[config.mk]
export PLATFORM = sky130hd
export DESIGN_NAME = eqz_mult_ctrl
export DESIGN_NICKNAME = d
export VERILOG_FILES = /design/src/rtl/eqz_mult_ctrl.sv
export SDC_FILE = /design/constraint.sdc
export NUM_CORES = 1
export LEC_CHECK = 0
export ABC_AREA = 1
export ABC_CLOCK_PERIOD_IN_PS = 1370
export CAP_MARGIN = 10
export CORE_MARGIN = 2
export CORE_UTILIZATION = 45
export DETAILED_ROUTE_END_ITERATION = 8
export GPL_TIMING_DRIVEN = 0
export HOLD_SLACK_MARGIN = 0.06
export PLACE_DENSITY = 0.75
export SLEW_MARGIN = 20
export SYNTH_ARGS = -nofsm -noshare
export SYNTH_HDL_FRONTEND = slang
export SYNTH_SLANG_ARGS = --single-unit
export TNS_END_PERCENT = 50
[constraint.sdc]
create_clock -name clk -period 1.37 [get_ports clk]
set_input_delay 0.274 -clock clk [delete_from_list [all_inputs] [get_ports clk]]
set_output_delay 0.274 -clock clk [all_outputs]
set_load 0.005 [all_outputs]
[src/rtl/eqz_mult_ctrl.sv]
// eqz_mult_ctrl: sequencer for the repeated-addition multiplier datapath.
// Handles the start/done handshake, abort, and an iteration watchdog.
module eqz_mult_ctrl #(
   parameter int MAX_ITER = 255,
   parameter int CNT_W    = 8
) (
   input  logic             clk,
   input  logic             rst_n,
   input  logic             start,
   input  logic             abort,
   input  logic             data_valid,
   input  logic             eqz,
   output logic             ld_a,
   output logic             ld_b,
   output logic             clr_p,
   output logic             ld_p,
   output logic             dec_b,
   output logic             busy,
   output logic             done,
   output logic             err,
   output logic [CNT_W-1:0] iter_cnt
);
   typedef enum logic [2:0] {IDLE, LOAD_A, LOAD_B, CHECK, ADD, DONE, ERR} state_t;
   localparam logic [CNT_W-1:0] MAX_CNT = CNT_W'(MAX_ITER);
   state_t           state_q, state_d;
   logic [CNT_W-1:0] iter_cnt_q, iter_cnt_d;
   logic             err_q, err_d;
   always_comb begin
      state_d    = state_q;
      iter_cnt_d = iter_cnt_q;
      err_d      = err_q;
      case (state_q)
         IDLE: if (start) begin
            state_d    = LOAD_A;
            iter_cnt_d = '0;
            err_d      = 1'b0;
         end
         LOAD_A:  if (data_valid) state_d = LOAD_B;
         LOAD_B:  if (data_valid) state_d = CHECK;
         CHECK:   state_d = eqz ? DONE : (iter_cnt_q == MAX_CNT) ? ERR : ADD;
         // ADD strobes reach the datapath even when aborted, so the count follows them.
         ADD: begin
            state_d    = CHECK;
            iter_cnt_d = iter_cnt_q + 1'b1;
         end
         DONE:    state_d = IDLE;
         ERR: begin
            state_d = IDLE;
            err_d   = 1'b1;
         end
         default: state_d = IDLE;
      endcase
      if (abort && state_q != IDLE) begin
         state_d = IDLE;
         err_d   = err_q;
      end
   end
   always_ff @(posedge clk or negedge rst_n) begin
      if (!rst_n) begin
         state_q    <= IDLE;
         iter_cnt_q <= '0;
         err_q      <= 1'b0;
      end else begin
         state_q    <= state_d;
         iter_cnt_q <= iter_cnt_d;
         err_q      <= err_d;
      end
   end
   assign ld_a     = state_q == LOAD_A && data_valid;
   assign ld_b     = state_q == LOAD_B && data_valid;
   assign clr_p    = state_q == LOAD_B && data_valid;
   assign ld_p     = state_q == ADD;
   assign dec_b    = state_q == ADD;
   assign busy     = state_q != IDLE;
   assign done     = state_q == DONE;
   assign err      = err_q;
   assign iter_cnt = iter_cnt_q;
endmodule

# Word level (Yosys, flattened, before mapping)
# Index checks and enable logic that the tools add are counted.
# totals
out_inout_bits	16
wordCells	37
regBits	12
# classes
n_eq_ne	11
n_reduce_logical	10
n_mux	11
bitwise_logic	1
addsub	1
# ops
cell	count
$pmux W8 S2	1
$pmux W3 S5	1
$mux W3	4
$eq A3 B3 Y1 const B	3
$ne A3 B3 Y1 const B	3
$add A8 B1 Y8 const B	1
$eq A8 B8 Y1 const B	1
$mux W8	1
$eq A3 B2 Y1 const B	2
$reduce_and A3 Y1	2
$mux W2	2
$reduce_bool A2 Y1	2
$eq A3 B1 Y1 const B	1
$logic_and A1 B1 Y1	3
$logic_not A3 Y1	1
$reduce_bool A3 Y1	1
$ne A2 B2 Y1 const B	1
$pmux W1 S2	1
$reduce_and A2 Y1	1
$mux W1	1
$not A1 Y1	1

# Depth between registers and ports, before layout
# depth
ltp_word	5
depth_mapped	9
mapped_depth_nobuf	9

# Least setup slack after synthesis
# Ideal clock, no wire load.
# synth_path
path_kind	register to register
from	register iter_cnt_q[0] (netlist: iter_cnt[0])
to	register iter_cnt_q[6] (netlist: iter_cnt[6])
required_time_ps	1253
t_arrival_ps	1085
n_path_buf	0
stages_incl_launch_ff	9
path_slack_ps	167
setup_ps	117
period_less_slack_ps	1203
cell_sequence	dfrtp_1 ha_1 nand2_1 nor2_1 inv_1 nor2_1 nand2_1 o21ai_1 inv_1
# synth_between
elab_chain_len	2
# synth_lines
item	line	text
from (decl)	26	logic [CNT_W-1:0] iter_cnt_q, iter_cnt_d;
from (signal assigned)	65	iter_cnt_q <= iter_cnt_d;
$add A8 B1 Y8	44	iter_cnt_d = iter_cnt_q + 1'b1;
$pmux W8 S2	32	case (state_q)
# No other way between the ends.
# A chain may end at the register's enable or synchronous reset.

# Final worst setup path
# layout_path
from	register state_q[1]
to	output port ld_p
# layout_between
elab_chain_len	1
# layout_lines
item	line	text
from (decl)	25	state_t state_q, state_d;
from (signal assigned)	64	state_q <= state_d;
$eq A3 B3 Y1	72	assign ld_p = state_q == ADD;
to (decl)	16	output logic ld_p,
# No other way between the ends.

==> results.md <==
* Final hold viol count at 0
* Largest net degree at the start of global routing at 13
* Fin worst setup slack at -0.137 ns
* Num rows at 14
* Slew headroom at 61.1%
* First-pass GRT wire length at roughly 3.9 mm
* Number of global-route vias before repair at between 800 and 900
* GR Overflow Total at 0
* Clock Skews at slightly above 0.0008 ns
* Crit share post-route at 110%
* Lkg Pwr at between 0.6 and 0.7 nW
* Post-Layout Cell Count at roughly 170
* Maximum root-to-sink buffer count at 2
* Hold_ws at about 0.37 ns
* RR Startpoint: state_q[1]$_DFFE_PN0P_
* Status: complete, but fails checks
* DP Wirelength at between 1 and 1.5 mm
* Syn_area_per_cell at roughly 7.4 µm²
* Final ANT Viol Nets at 0
* CP arrival at approximately 1.2 ns
* Most common cell after layout, fill and taps aside: buf_4
* Final setup violation count at 10
* PortBufs at 21
* TNS Setup at -0.734 ns
* Yosys reg bits at 12
* Fin util at ~90%
* ANT cells at 0
* Clock Tree Root: clkbuf_4
* Placer Congestion at 0.858
* Hold Path Class: in -> async
* Syn nets at about 110
* CTS buffer count at 3
* Vias/cell at between 5 and 6
* Startpoint type of the worst setup path: flop
* Layout area overhead at 85.9%
* Least-Margin Pin Slew at a little under 0.6 ns
* Final WL at 2.96 mm
* Initial Util at 48.3%
* Seq/Total Area, Yosys at ~41%
* Vias at slightly above 900
* RSZ-0062 raised after global routing: true
* Max FO, Critical Path at 5
* CTS H-tree lvls at 1
* Worst Path Required at around 1.1 ns
* Worst setup startpoint: state_q[1]$_DFFE_PN0P_
* Max frequency at ~660 MHz
* Antenna violations before repair at 0
* Final net count at around 160
* CORE AREA at 1510 µm²
* Most frequent cells in the layout: buf_4 (20), nand2_1 (15), buf_6 (14), inv_1 (11)
* Die Height at 44.2 µm
* Synthesized area at between 700 and 800 µm²
* Critical Path End Type: output pin
* Worst Setup Path Type: reg -> out
* Clk Latency, worst-skew pair at approximately 0.27 ns
* CTS tree: yes
* Peak VDD IR at about 0.0012 V
* Reg clk slew, reported paths at approximately 0.08 ns
* Die width at ~44 µm
* Sink Count at 12
* Total power draw at about 1.9 mW
* Routed len/inst at approximately 18 µm
* Final min period at between 1.5 and 2 ns
* Mapped Cells at 98
* GRT Util Overall at between 20% and 30%
* Yosys warnings at 0
* Die area at a little under 2000 µm²
* Max-Cap Viols at 0
* Worst R2R Setup Slack at -0.04 ns
* IO Count at 22
* Unique masters post-synth at 23
* Layout cells sized above 1 at between 50 and 60%
* Failing checks: setup timing
* Drt initial violations at 52
* DRT Pass-1 Iters at 4
* # placed instances at about 140
* Pins Over Slew Limit at 0
* Number of remaining DRC errors at 0
* Pwr/cell area at about 1400 nW/µm²
## sequential cells by signal, indices dropped and copies added (netlist names)
signal	flops
err	1
iter_cnt	8
state_q	3
## path summary, 6_finish.rpt
check | endpoint | cells after the start
max reg2reg | state_q[1]$_DFFE_PN0P_ | 9
max | ld_p | 5
min reg2reg | err$_DFFE_PN0P_ | 2
min | iter_cnt[2]$_DFFE_PN0P_ | 1
min in group clk | err$_DFFE_PN0P_ | 2
max in group asynchronous | state_q[2]$_DFFE_PN0P_ | 1
## metal layers
metal  vias up  global-route usage [%]  wire length [µm]
li1        419                       -                 -
met5         -                       0                 0
met2        65                    47.4              1470
met3        28                    6.94               192
met1       419                    31.6              1070
met4         0                    17.0               233
## cells in the mapped netlist, drive strengths merged
cell,count,area (µm²)
a22o,1,8.76
nand2,23,101
o31ai,1,7.51
dfrtp,12,300
a21oi,3,15.0
ha,1,12.5
nand3,9,50.1
o21ai,9,48.8
buf,2,15.0
o211ai,1,7.51
nor3,1,5.00
nor2,15,73.8
inv,18,70.1
nand4,2,12.5
## kinds of logic (layout without fill, tap and decap cells)
| logic type | count (synthesis) | after routing | synth area share (%) |
|---|---|---|---|
| AO/OA/AOI/OAI | 15 | 15 | 12.0 |
| adder cells (fa/ha/maj) | 1 | 1 | 1.72 |
| buffers and inverters | 20 | 73 | 11.7 |
| flip-flops | 12 | 12 | 41.2 |
| AND/OR/NAND/NOR | 50 | 50 | 33.3 |
## critical path, stage by stage, from the launching register on
cell and delay, ns:
dfrtp_2 0.47, nor2_4 0.15, nand2_4 0.09, inv_4 0.08
buf_6 0.09, buf_6 0.08
## through the flow
| step | instance area [µm²] | setup WS, ns |
|---|---|---|
| 3_5_place_dp | 958 | -0.452 |
| 3_3_place_gp | 958 | -0.439 |
| 5_1_grt | 1350 | -0.182 |
| 6_report | 1350 | -0.137 |
| 2_1_floorplan | 728 | 0.167 |
| 4_1_cts | 1220 | -0.124 |
## timing repair
action | CTS | global route
resized for setup | 59 | 29
hold buffers | 0 | 0
setup endpoints to repair | 16 | 15
pin swaps | 8 | 13
setup buffers | 27 | 5
## report_power, final
group | internal (mW) | switching, mW | leakage, nW
registers | 0.403 | 0.0634 | 0.160
logic | 0.587 | 0.561 | 0.512
clock network | 0.161 | 0.127 | 0.0210
## area by class of cell
type / instances / area [µm²]
Clock buffer: 4 / 36.3
Tap cell: 16 / 20.0
Buffer: 2 / 22.5
Sequential cell: 12 / 304
Multi-Input combinational cell: 66 / 469
Timing Repair Buffer: 49 / 429
Inverter: 18 / 72.6
Fill cell: 64 / 153
No activity file was read; power rests on OpenSTA's default activity.
